## config.mk

```make
export PLATFORM = sky130hd
export DESIGN_NAME = quad_decoder_flat
export DESIGN_NICKNAME = d
export VERILOG_FILES = /design/src/rtl/quad_decoder_if.sv /design/src/rtl/quad_decoder.sv /design/src/flat_wrapper.sv
export SDC_FILE = /design/constraint.sdc
export NUM_CORES = 1
export LEC_CHECK = 0
export CAP_MARGIN = 25
export CORE_MARGIN = 8
export CORE_UTILIZATION = 45
export CTS_CLUSTER_DIAMETER = 150
export DETAILED_ROUTE_END_ITERATION = 10
export PLACE_DENSITY = 0.76
export SYNTH_ARGS = -nofsm -noshare
export SYNTH_HDL_FRONTEND = slang
export SYNTH_SLANG_ARGS = --single-unit
```

## constraint.sdc

```tcl
create_clock -name clk -period 2.15 [get_ports clk]
set_input_delay 0.215 -clock clk [delete_from_list [all_inputs] [get_ports clk]]
set_output_delay 0.215 -clock clk [all_outputs]
set_load 0.02 [all_outputs]
```

## src/rtl/quad_decoder_if.sv

```systemverilog
// Encoder-side signal bundle for quad_decoder: raw A/B phases and clears in,
// step/dir/pos/err out.
interface quad_decoder_if #(
  parameter int unsigned WIDTH = 8
);
  logic             a_in;
  logic             b_in;
  logic             clr;
  logic             err_clr;
  logic             step;
  logic             dir;
  logic [WIDTH-1:0] pos;
  logic             err;

  modport master (
    output a_in, b_in, clr, err_clr,
    input  step, dir, pos, err
  );

  modport slave (
    input  a_in, b_in, clr, err_clr,
    output step, dir, pos, err
  );
endinterface

```

## src/rtl/quad_decoder.sv

```systemverilog
// Quadrature decoder: synchronizes and deglitches A/B, then turns each legal
// Gray-code transition into a one-cycle step pulse with direction and a wrapping position.
module quad_decoder #(
  parameter int unsigned WIDTH       = 8,
  parameter int unsigned SYNC_STAGES = 2,
  parameter int unsigned FILTER_LEN  = 3
) (
  input  logic           clk,
  input  logic           rst,
  quad_decoder_if.slave  bus
);

  localparam int unsigned FcntW   = (FILTER_LEN > 1) ? $clog2(FILTER_LEN) : 1;
  localparam int unsigned ArmW    = $clog2(SYNC_STAGES + FILTER_LEN + 2);
  localparam logic [FcntW-1:0] FcntMax = FcntW'(FILTER_LEN - 1);
  localparam logic [ArmW-1:0]  ArmInit = ArmW'(SYNC_STAGES + FILTER_LEN + 1);

  // Channel index 1 is phase A, index 0 is phase B, so {filt[1], filt[0]} = {A, B}.
  logic [1:0]             raw;
  logic [SYNC_STAGES-1:0] sync_q [2];
  logic [1:0]             synced;
  logic [1:0]             filt_q, filt_d;
  logic [FcntW-1:0]       fcnt_q [2];
  logic [FcntW-1:0]       fcnt_d [2];

  logic [1:0]       prev_q;
  logic [ArmW-1:0]  arm_q, arm_d;
  logic             step_q, step_d;
  logic             dir_q, dir_d;
  logic [WIDTH-1:0] pos_q, pos_d;
  logic             err_q, err_d;

  logic fwd, bwd, illegal, armed;

  assign raw    = {bus.a_in, bus.b_in};
  assign synced = {sync_q[1][SYNC_STAGES-1], sync_q[0][SYNC_STAGES-1]};

  // A new level must persist FILTER_LEN consecutive edges before it is accepted.
  always_comb begin
    for (int i = 0; i < 2; i++) begin
      filt_d[i] = filt_q[i];
      fcnt_d[i] = '0;
      if (synced[i] != filt_q[i]) begin
        if (fcnt_q[i] == FcntMax) begin
          filt_d[i] = synced[i];
        end else begin
          fcnt_d[i] = fcnt_q[i] + FcntW'(1);
        end
      end
    end
  end

  always_comb begin
    fwd = 1'b0;
    bwd = 1'b0;
    case ({prev_q, filt_q})
      4'b0001, 4'b0111, 4'b1110, 4'b1000: fwd = 1'b1;
      4'b0010, 4'b1011, 4'b1101, 4'b0100: bwd = 1'b1;
      default: ;
    endcase
  end

  assign illegal = ((prev_q ^ filt_q) == 2'b11);
  assign armed   = (arm_q == '0);

  always_comb begin
    arm_d  = armed ? arm_q : arm_q - ArmW'(1);
    step_d = armed & (fwd | bwd);
    dir_d  = step_d ? fwd : dir_q;

    pos_d = pos_q;
    if (bus.clr) begin
      pos_d = '0;
    end else if (step_d) begin
      pos_d = fwd ? pos_q + WIDTH'(1) : pos_q - WIDTH'(1);
    end

    // An accepted illegal transition wins over a simultaneous err_clr.
    err_d = err_q;
    if (armed && illegal) begin
      err_d = 1'b1;
    end else if (bus.err_clr) begin
      err_d = 1'b0;
    end
  end

  always_ff @(posedge clk) begin
    if (rst) begin
      for (int i = 0; i < 2; i++) begin
        sync_q[i] <= '0;
        fcnt_q[i] <= '0;
      end
      filt_q <= '0;
      prev_q <= '0;
      arm_q  <= ArmInit;
      step_q <= 1'b0;
      dir_q  <= 1'b0;
      pos_q  <= '0;
      err_q  <= 1'b0;
    end else begin
      for (int i = 0; i < 2; i++) begin
        sync_q[i] <= {sync_q[i][SYNC_STAGES-2:0], raw[i]};
        fcnt_q[i] <= fcnt_d[i];
      end
      filt_q <= filt_d;
      prev_q <= filt_q;
      arm_q  <= arm_d;
      step_q <= step_d;
      dir_q  <= dir_d;
      pos_q  <= pos_d;
      err_q  <= err_d;
    end
  end

  assign bus.step = step_q;
  assign bus.dir  = dir_q;
  assign bus.pos  = pos_q;
  assign bus.err  = err_q;

endmodule

```

## src/flat_wrapper.sv

```systemverilog
// flat-port wrapper written by rule: the top's interface ports become plain ports
module quad_decoder_flat 
#(
  parameter int unsigned WIDTH       = 8,
  parameter int unsigned SYNC_STAGES = 2,
  parameter int unsigned FILTER_LEN  = 3
)
  (clk, rst, bus_a_in, bus_b_in, bus_clr, bus_err_clr, bus_step, bus_dir, bus_pos, bus_err);
  quad_decoder_if #(.WIDTH(WIDTH)) bus_i ();
  input  logic clk;
  input  logic rst;
  input wire logic [$bits(bus_i.a_in)-1:0] bus_a_in;
  input wire logic [$bits(bus_i.b_in)-1:0] bus_b_in;
  input wire logic [$bits(bus_i.clr)-1:0] bus_clr;
  input wire logic [$bits(bus_i.err_clr)-1:0] bus_err_clr;
  output wire logic [$bits(bus_i.step)-1:0] bus_step;
  output wire logic [$bits(bus_i.dir)-1:0] bus_dir;
  output wire logic [$bits(bus_i.pos)-1:0] bus_pos;
  output wire logic [$bits(bus_i.err)-1:0] bus_err;
  assign bus_i.a_in = bus_a_in;
  assign bus_i.b_in = bus_b_in;
  assign bus_i.clr = bus_clr;
  assign bus_i.err_clr = bus_err_clr;
  assign bus_step = bus_i.step;
  assign bus_dir = bus_i.dir;
  assign bus_pos = bus_i.pos;
  assign bus_err = bus_i.err;
  quad_decoder #(.WIDTH(WIDTH), .SYNC_STAGES(SYNC_STAGES), .FILTER_LEN(FILTER_LEN)) u_core (.clk(clk), .rst(rst), .bus(bus_i));
endmodule
```

### Yosys cells after proc, flatten, opt, wreduce, memory -nomap -nowiden

Memories as Yosys holds them, arrays and structs flattened.
Index checks and enable logic that the tools add are counted.

* bits in registers: 18
* memories: 2
* bits in writable memories: 8
* output and inout port bits: 11
* bits of input ports: 6
* logic and storage cells: 59

Memories
* u_core.fcnt_q: depth 2, width 2, read ports 2, clocked after memory_dff 0, wr ports 2, RTL line quad_decoder.sv:23 `logic [FcntW-1:0] fcnt_q [2];`
* u_core.sync_q: depth 2, width 2, read ports 2, clocked after memory_dff 0, wr ports 2, RTL line quad_decoder.sv:20 `logic [SYNC_STAGES-1:0] sync_q [2];`

* reduce and logical (&&, ||, !) cells: 8
* eq/ne operators: 13
* bitwise gates (word level): 7
* multiplexer cells: 16
* add/subtract/negate cells: 5

Operator list (count)
* == test 4 bit (second input constant): 4
* two-way mux 2 bit: 8
* adder 8 x 1 -> 8 bit (second input constant): 1
* == test 4 x 3 -> 1 bit (second input constant): 2
* two-way mux 8 bit: 1
* OR reduction 4 bit: 2
* subtractor 8 x 1 -> 8 bit (second input constant): 1
* two-way mux 1 bit: 7
* == test 2 bit (second input constant): 3
* bitwise OR 1 bit: 5
* adder 2 x 1 -> 2 bit (second input constant): 2
* == test 4 x 1 -> 1 bit (second input constant): 1
* == test 4 x 2 -> 1 bit (second input constant): 1
* AND reduction 2 bit: 2
* zero test 3 bit: 1
* subtractor 3 x 1 -> 3 bit (second input constant): 1
* inequality test 1 bit: 2
* nonzero test 2 bit: 1
* OR reduction 2 bit: 1
* bitwise XOR 2 bit: 1
* bitwise AND 1 bit: 1
* logical AND 1 bit: 1

### Logic depth before layout (Yosys ltp)

* word-level depth: 5
* mapped depth: 9

### Least setup slack after synthesis

Ideal clock, no wire load.

* path kind: flip-flop to flip-flop
* from: reg u_core.filt_q[1]
* to: reg u_core.pos_q[6] (netlist: u_core.bus.pos[6])
* path slack: -0.218 ns
* setup time: 0.083 ns
* arrival time: 2.286 ns
* period minus slack after synthesis: 2.368 ns
* stages on the path, launching flop included: 9
* buffers on the path: 0
* required time: 2.067 ns
* cell sequence: dfxtp_1 > xnor2_1 > nand2_1 > ha_1 > nor2b_1 > o31a_1 > o21a_1 > or2_2 > o221ai_1

* word-level cells in the longest chain between the ends: 5
* elaborated cells on any way between the ends: 15
* classes of those cells: eq/ne (8); mux (3); bitwise (2); reduce/logical (2)

RTL lines
* from (decl): RTL line quad_decoder.sv:22 `logic [1:0] filt_q, filt_d;`
* from (signal assigned): RTL line quad_decoder.sv:105 `filt_q <= filt_d;`
* == test 4 x 1 -> 1 bit, or another cell as far along: RTL line quad_decoder.sv:56 `case ({prev_q, filt_q})`
* OR reduction 4 bit: RTL line quad_decoder.sv:56
* two-way mux 1 bit: RTL line quad_decoder.sv:56
* bitwise OR 1 bit: RTL line quad_decoder.sv:68 `step_d = armed & (fwd | bwd);`
* bitwise AND 1 bit: RTL line quad_decoder.sv:68
* to (signal assigned): RTL line quad_decoder.sv:110 `pos_q <= pos_d;`
* to (decl): RTL line quad_decoder.sv:30 `logic [WIDTH-1:0] pos_q, pos_d;`

Several ways; a longest one is shown, not always the timed one.
A chain may end at the register's enable or synchronous reset.

### Final worst setup path

* from: reg u_core.prev_q[1]
* to: reg u_core.pos_q[6] (netlist: u_core.bus.pos[6])

* word-level cells in the longest chain between the ends: 5
* elaborated cells on any way between the ends: 15
* classes of those cells: eq/ne (8); mux (3); bitwise (2); reduce/logical (2)

RTL lines
* from (decl): RTL line quad_decoder.sv:26 `logic [1:0] prev_q;`
* from (signal assigned): RTL line quad_decoder.sv:106 `prev_q <= filt_q;`
* == test 4 x 1 -> 1 bit, or another cell as far along: RTL line quad_decoder.sv:56
* OR reduction 4 bit *: RTL line quad_decoder.sv:56
* two-way mux 1 bit *: RTL line quad_decoder.sv:56
* named net u_core.fwd: RTL line quad_decoder.sv:33 `logic fwd, bwd, illegal, armed;`
* bitwise OR 1 bit: RTL line quad_decoder.sv:68
* bitwise AND 1 bit: RTL line quad_decoder.sv:68

The timed path passes the listed nets; every way through them passes the cells marked *.

==> flow_summary_export.csv <==
group,metric,value,unit
yosys,synth_async_sr_flop_share,0,
floorplanning,dieHeight,69.4,um
layout,syn_to_final_growth,34.3,%
yosys,ys_types,32,
placement,io_buffers,16,
pwr,finalPower,0.000918,W
min_path,worstHoldStart,"u_core.fcnt_q[0][2]",
timing,max_freq,0.463,GHz
yosys,yosys_warnings,0,
yosys,yosys.area.top_type,"dfxtp_1",
placement,gp_congestion,0.924,
detailed_routing,via_count,1027,
detailed_routing,route.detailed.wl_per_inst,14.6,um
global_route,grtUsageTotal,0.105,
timing,hold_viol_final,0,
worst_setup_path,critPathCaptureType,"flop",
min_path,hold_end,"u_core.fcnt_q[0][2]",
placement,dpl_worst_slack,-0.0292,ns
pwr,leakage,0.665,nW
floorplanning,coreArea,2730,um^2
timing,layout_min_cycle_time,2.16,ns
worst_setup_path,cp_max_fo,3,
layout,multi_input_area,817,um^2
detailed_routing,antenna_left,0,
global_route,grt_pass1_vias,992,
clock_network,cts_root_buffer,"clkbuf_4",
worst_setup_path,crit_type,"reg2reg",
floorplanning,initial_core_util,0.469,
global_route,grt_max_degree,19,
timing,setup_viol,1,
yosys,syn_inst,138,
worst_setup_path,cp_slowest_cell,"dfxtp_4",
worst_setup_path,rr_endpoint,"u_core.bus.pos[6]",
global_route,grt_pass1_wl,4340,um
yosys,synth_edf_count,0,
clock_network,clk-insertion-delay-late,0.32,ns
layout,final_cell_mix,"dfxtp_1 (22), clkdlybuf4s50_1 (16), nor2_1 (14)",
clock_network,cts.sinks,26,
yosys,yosysSeqAreaShare,0.406,
timing,max_slew.worst_pin.slew,0.432,ns
timing,fin_ws,-0.00956,ns
pwr,vdd_drop_max,0.000376,V
timing,rsz0062_at_grt,"true",
global_route,overflow,0,
timing,finalCritPeriodShare,1.00,
layout,final_layout_size_suffix_gt1_frac,0.224,
yosys,syn-cell-area,1280,um^2
pwr,p_clk_frac,0.370,
pwr,power_density,533,nW/um^2
clock_network,cts-buffers-inserted,3,
yosys,syn-num-nets,155,
yosys,synth_area_leaders,"dfxtp_1 (41%), ha_1 (9.8%), xnor2_1 (4.8%)",
worst_setup_path,reg2reg_slack,-0.01,ns
timing,tns,-0.00956,ns
worst_setup_path,start_kind,"flop",
floorplanning,die_w,69.4,um
layout,final_common_cell,"dfxtp_1",
outcome,violations,"negative setup slack",
layout,seqCellArea,531,um^2
detailed_routing,drt-initial-drc-count,52,
outcome,outcome,"complete, but fails checks",
pwr,netSwitchingFraction,0.217,
worst_setup_path,r2r_start,"u_core.prev_q[1]",
worst_setup_path,cpPeakStageDelay,0.41,ns
clock_network,clk_pin_slew,0.15,ns
min_path,min_path_cells,1,
yosys,syn_avg_cell_area,9.29,um^2
layout,stdcell_area,1720,um^2
layout,diodes,0,
clock_network,cts_hold_buffers,0,
pwr,p_comb_frac,0.081,
pwr,power.internal,0.000719,W
placement,dp_cells,187,
floorplanning,dieArea,4810,um^2
timing,skew,0.00258,ns
worst_setup_path,crit_required,2.41,ns
layout,fill_cells,211,
yosys,ys_seq_elements,26,
min_path,hold_path_class,"reg2reg",
worst_setup_path,crit_chain,"xor2_4, nand2_2, buf_6, inv_1, fa_2, nor2b_4, o31a_1, o21a_1, or2_4, o221ai_2",
detailed_routing,vias_per_cell,5.24,
timing,slew_viol_final,0,
floorplanning,row_count,19,
yosys,yosys.area.top_type_share,0.406,
placement,place_area,1550,um^2
global_route,antenna_found_initial,0,
clock_network,clockBufferDepth,2,
detailed_routing,finalWirelength,2870,um
clock_network,cts_tree,"yes",
floorplanning,io_pins,17,
worst_setup_path,arrival,2.42,ns
detailed_routing,first_pass_iters,4,
pwr,p_switching,0.000199,W
layout,nNetsFinal,183,
placement,post-dp-hpwl,1910,um
timing,max_slew_margin,0.712,
detailed_routing,drcViolationCount,0,
flow_run,cap_violations,0,
yosys,synth-main-ff-cell,"dfxtp_1",
layout,finalNonFillerCells,196,
clock_network,cts_max_level,1,
worst_setup_path,ff2ff_path_depth,10,
pwr,seqPwrFrac,0.549,
[power groups by stage]
| stage | clock (W) | combinational [W] | sequential (W) |
|---|---|---|---|
| after floorplan | 0 | 0.0000492 | 0.000517 |
| after global placement | 0 | 0.0000703 | 0.000516 |
| after detailed placement | 0 | 0.0000729 | 0.000516 |
| after CTS | 0.000346 | 0.0000734 | 0.000505 |
| after global routing | 0.000367 | 0.0000826 | 0.000506 |
| final | 0.000340 | 0.0000746 | 0.000504 |
[cells by family (layout without fill, tap and decap cells)]
logic type	count (synthesis)	in the layout	share of synthesized area
and+or+nand+nor	43	43	0.172
AOI/OAI and AO/OA	27	27	0.130
DFF	26	26	0.406
buffers and inverters	13	40	0.0390
xor gates and xnor gates	12	12	0.0937
adders and majority gates	11	11	0.113
muxes	6	6	0.0468
[timing repair]
item | CTS | global route
resized for setup | 1 | 18
setup buffers | 2 | 3
pin swaps | 2 | 8
setup endpoints to repair | 1 | 3
[worst max path at each step]
stage	start	to	slack [ns]	cells past startpoint
2_1_floorplan	u_core.filt_q[1]	u_core.bus.pos[7]	0.04	8
3_3_place_gp	u_core.filt_q[0]	u_core.bus.pos[7]	0.12	8
3_5_place_dp	u_core.filt_q[0]	u_core.bus.pos[7]	-0.03	8
4_1_cts	u_core.filt_q[0]	u_core.bus.pos[6]	0.002	9
5_1_grt	u_core.prev_q[1]	u_core.bus.pos[6]	-0.12	10
6_report	u_core.prev_q[1]	u_core.bus.pos[6]	-0.01	10
[layout make-up]
class,count,share of cell area
clock buffer,3,0.0131
sequential,26,0.308
tap,31,0.0225
multi-input combinational,99,0.474
timing repair buffer,27,0.145
clock inverter,1,0.0174
inverter,9,0.0196
[per-stage QoR]
stage | utilization | hold WS (ns)
after floorplan | - | 0.343
after global placement | 0.566 | 0.399
after detailed placement | 0.566 | 0.404
after CTS | 0.591 | 0.424
after global routing | 0.630 | 0.436
final | 0.630 | 0.423
[worst max-delay path, delay by kind of cell, from the launching register on]
| kind | cells | cell delay (ns) |
|---|---|---|
| and+or+nand+nor | 3 | 0.38 |
| DFF | 1 | 0.41 |
| buffers and inverters | 2 | 0.22 |
| AOI/OAI and AO/OA | 3 | 0.65 |
| adders and majority gates | 1 | 0.26 |
| xor gates and xnor gates | 1 | 0.16 |
[cells in the mapped netlist, types with 2 or more instances]
library cell / count
xor2_1: 3
a21oi_1: 10
o21a_1: 2
inv_1: 9
or2_2: 2
o21ai_0: 7
nand3_1: 2
mux2i_1: 6
dfxtp_1: 26
or3_1: 3
nand2b_1: 3
nor2b_1: 8
nand2_1: 6
nor2_1: 14
xnor2_1: 7
xor2_2: 2
ha_1: 10
nor3_1: 2
clkbuf_1: 3
[per-layer routing]
layer  share of wire  up-vias  track usage
li1                -      518            -
met1            0.40      472        0.102
met4           0.037        0       0.0433
met5               0        -            0
met2            0.52       26        0.202
met3           0.050       11       0.0286
[registers in the layout, summed over array words and instances (netlist names)]
signal,count
u_core.bus.err,1
u_core.fcnt_q,4
u_core.prev_q,2
u_core.sync_q,4
u_core.bus.pos,8
u_core.bus.step,1
u_core.filt_q,2
u_core.arm_q,3
u_core.bus.dir,1
Note: power is estimated with default switching activity, not from simulation.
==> RTL change 1 (same flow settings) <==
`WIDTH` is set to 8 in 3 places; all go to 10.
--- a/src/rtl/quad_decoder_if.sv
+++ b/src/rtl/quad_decoder_if.sv
@@ -1,7 +1,7 @@
 // Encoder-side signal bundle for quad_decoder: raw A/B phases and clears in,
 // step/dir/pos/err out.
 interface quad_decoder_if #(
-  parameter int unsigned WIDTH = 8
+  parameter int unsigned WIDTH = 10
 );
   logic             a_in;
   logic             b_in;
--- a/src/rtl/quad_decoder.sv
+++ b/src/rtl/quad_decoder.sv
@@ -1,7 +1,7 @@
 // Quadrature decoder: synchronizes and deglitches A/B, then turns each legal
 // Gray-code transition into a one-cycle step pulse with direction and a wrapping position.
 module quad_decoder #(
-  parameter int unsigned WIDTH       = 8,
+  parameter int unsigned WIDTH       = 10,
   parameter int unsigned SYNC_STAGES = 2,
   parameter int unsigned FILTER_LEN  = 3
 ) (
--- a/src/flat_wrapper.sv
+++ b/src/flat_wrapper.sv
@@ -1,7 +1,7 @@
 // flat-port wrapper written by rule: the top's interface ports become plain ports
 module quad_decoder_flat 
 #(
-  parameter int unsigned WIDTH       = 8,
+  parameter int unsigned WIDTH       = 10,
   parameter int unsigned SYNC_STAGES = 2,
   parameter int unsigned FILTER_LEN  = 3
 )
Ports: changed (resized bus_pos); port bits go from 17 to 19. The function was not compared with the original's and may differ.
==> RTL change 1 against the unedited design <==
The run still ends with setup timing left; sequential cell count is 2 higher; area after synthesis is 14% higher; sequential power grew 6.9%; global-route usage is 2.8 points higher; final area up 22%; wire length up 31%; worst setup slack improved by 5.3 ps; power rose by 4.4%; largest cell class unchanged.
==> RTL change 1: results (changes against the unedited design) <==
| Metric | Value |
|---|---|
| Seq area share | `0.2709 (-0.03703)` |
| Non-clock buffering overhead | `0.1706 (+0.02540)` |
| Initial drt markers | `61 (+17%)` |
| Setup violations, final | `1 (unchanged)` |
| Failing checks | `setup timing` |
| Seq Cell Count | `28 (+7.7%)` |
| Share of cells above drive strength 1 | `0.2921 (+0.06784)` |
| Post-CTS setup buffers | `1 (-1)` |
| Post-DP Area | `1812 um^2 (+17%)` |
| Crit path from | `u_core.prev_q[0]` |
| Setup slack after layout | `-4.236 ps (+5.329 ps)` |
| Post-detailed-route wirelength per cell | `15.28 um (+4.4%)` |
| Non-clock buffers | `40 (+48%)` |
| Library cells used by synthesis | `36 (+13%)` |
| Overall Global Routing Usage | `0.1329 (+0.02762)` |
| Gpl congestion | `0.9145 (-1.1%)` |
| RR Endpoint | `u_core.bus.pos[9]` |
| Reg area | `568.0 um^2 (+7.1%)` |
| Inverter count | `7 (-2)` |
| Total net switching power | `0.2067 mW (+4.0%)` |
| Multi-input combinational area share | `0.4946 (+0.02041)` |
| DPL Wire Length | `2333 um (+22%)` |
| Worst hold slack | `420.4 ps (-2.161 ps)` |
| Worst-path fanout max | `4 (+1)` |
| Post-Route Skew | `21.72 ps (+19.14 ps)` |
| Worst path top cell family by delay | `simple AND/OR/NAND/NOR gates` |
| PortBufs | `18 (+2)` |
| Commonest cells post-synth | `28 x dfxtp_1, 16 x nor2_1, 12 x a21oi_1, 12 x ha_1, 11 x nand2_1` |
| Rel. slew slack | `0.6294 (-0.08254)` |
| Status | `finished with violations` |
[RTL change 1: power by group through the flow]
| stage | Combinational [mW] | Sequential (mW) | Clock [mW] |
|---|---|---|---|
| 2_1_floorplan | 0.0462 | 0.549 | 0 |
| 3_3_place_gp | 0.0633 | 0.550 | 0 |
| 3_5_place_dp | 0.0664 | 0.551 | 0 |
| 4_1_cts | 0.0667 | 0.540 | 0.364 |
| 5_1_grt | 0.0762 | 0.540 | 0.382 |
| 6_report | 0.0673 | 0.539 | 0.352 |
[RTL change 1: cell families after synthesis]
family / after synthesis / synth area share
xor gates and xnor gates: 12 / 0.07732
adders and majority gates: 13 / 0.1168
and+or+nand+nor: 61 / 0.2182
muxes: 4 / 0.02749
AOI/OAI and AO/OA: 32 / 0.1443
buffers and inverters: 11 / 0.03093
DFF: 28 / 0.3849
[RTL change 1: layer usage]
metal  GRT usage  vias to the layer above
met5           0                        -
met1      0.1307                      650
met4     0.04222                        0
met3     0.03434                        2
met2      0.2594                       16
li1            -                      645
==> RTL change 2 (config.mk and constraints unchanged) <==
Without the edit above. Make the reset (`rst`) asynchronous in one clocked block.
--- a/src/rtl/quad_decoder.sv
+++ b/src/rtl/quad_decoder.sv
@@ -84,7 +84,7 @@
     end
   end
 
-  always_ff @(posedge clk) begin
+  always_ff @(posedge clk or posedge rst) begin
     if (rst) begin
       for (int i = 0; i < 2; i++) begin
         sync_q[i] <= '0;
Check against the original RTL: differs if rst is asserted again (counterexample within 10 cycles, from zero or initial values and one cycle with rst high); with rst held inactive, the same outputs for 10 cycles.
==> RTL change 2 against the unedited design <==
The flow still finishes with violations (setup timing); highest routed layer unchanged; sequential cell count is the same; critical path type unchanged; wire length shrank 7.1%; count of clock-buffer cells in the layout unchanged; area after synthesis decreased by 1.2%; worst setup slack worse by 120 ps; final area is 4.4% higher.
Power is not shown: default switching activity piles up to over one toggle a cycle in this logic, so the estimate is an artifact.
==> RTL change 2: results (changes against the unedited design) <==
| Metric | Value |
|---|---|
| Post-DP Area | `1634 um^2 (+5.7%)` |
| Status | `finished with violations` |
| Failing checks | `setup timing` |
| RR Endpoint | `u_core.bus.pos[7]` |
| Dpl ws | `-192.9 ps (-163.7 ps)` |
| Vias in the first global route | `1032 (+4.0%)` |
| Setup slack after layout | `-131.5 ps (-121.9 ps)` |
| DR vias/cell | `5.212 (-0.53%)` |
| Wl on met1 | `1142 um (+0.35%)` |
| Main synth FF type | `dfrtp_1` |
| Post-detailed-route wirelength per cell | `14.49 um (-1.0%)` |
| WL met3 | `149 um (+4.2%)` |
| R2R Path Start | `u_core.prev_q[0]` |
| Commonest cells post-synth | `24 x dfrtp_1, 11 x xnor2_1, 9 x nand2_1, 8 x a21oi_1, 8 x ha_1` |
| Via count | `959 (-6.6%)` |
| Post-Route Skew | `16.14 ps (+13.56 ps)` |
| Met2 routed WL | `1305 um (-12%)` |
| Global-route wire length before repair | `4692 um (+8.1%)` |
| Gpl congestion | `0.8488 (-8.2%)` |
| Hold Crit Class | `in -> async` |
| Worst hold slack | `201.5 ps (-221.1 ps)` |
| CP max stage delay | `440 ps (+30 ps)` |
| Net Count, Synth | `127 (-18%)` |
| Worst slew pin tran | `476.6 ps (+44.53 ps)` |
| Synth Area in Adders | `0.09477 (-0.01840)` |
| Initial drt markers | `54 (+3.8%)` |
| Met3 usage | `0.03720 (+0.008584)` |
| Setup violations, final | `3 (+2)` |
| Routing usage on met2 | `0.1977 (-0.004098)` |
| Complex-gate fraction of the synthesized area | `0.1155 (-0.01426)` |
| R2R cell count | `8 (-2)` |
| DPL Wire Length | `1832 um (-4.2%)` |
| Post-layout nets | `169 (-7.7%)` |
RTL change 2: cell types whose count changed in the layout (fill, tap and decap cells not counted), moves of 4 or more:
| cell | before | now |
|---|---|---|
| o21ai_0 | 5 | 1 |
| mux2i_1 | 6 | 0 |
| a21oi_1 | 9 | 4 |
| nor2_1 | 14 | 5 |
| inv_1 | 9 | 4 |
| xnor2_1 | 6 | 10 |
| dfxtp_1 | 22 | 0 |
| nor2b_1 | 7 | 3 |
| buf_4 | 9 | 22 |
| dfrtp_1 | 0 | 24 |
RTL change 2: repair_timing:
action	CTS	global route
hold endpoints to repair	0	0
resized for setup	9	6
setup buffers	4	2
pin swaps	3	8
gates cloned	1	0
endpoints found under the setup margin	3	4
RTL change 2: layout make-up:
cell class | instances | area, um^2 | area share
multi-input cells | 80 | 708.2 | 0.3936
flip-flops and latches | 26 | 653.1 | 0.3630
inverters | 5 | 21.27 | 0.01182
well taps | 31 | 38.79 | 0.02156
clock inverters | 1 | 30.03 | 0.01669
repair buffers | 38 | 325.3 | 0.1808
clock buffers | 3 | 22.52 | 0.01252
RTL change 2: worst min-delay path by stage:
stage	startpoint	to	cells past startpoint
floorplan	rst	u_core.arm_q[0]	1
global placement	u_core.sync_q[2]	u_core.sync_q[3]	0
detailed placement	u_core.sync_q[2]	u_core.sync_q[3]	0
CTS	rst	u_core.bus.pos[1]	3
global route	rst	u_core.bus.pos[1]	3
finish	rst	u_core.bus.pos[1]	3
RTL change 2: cell families (layout without fill, tap and decap cells):
family	count (synthesis)	in the layout
AOI/OAI and AO/OA	23	23
xor gates and xnor gates	12	12
adders and majority gates	9	9
buffers and inverters	7	47
DFF	26	26
muxes	4	4
and+or+nand+nor	31	32
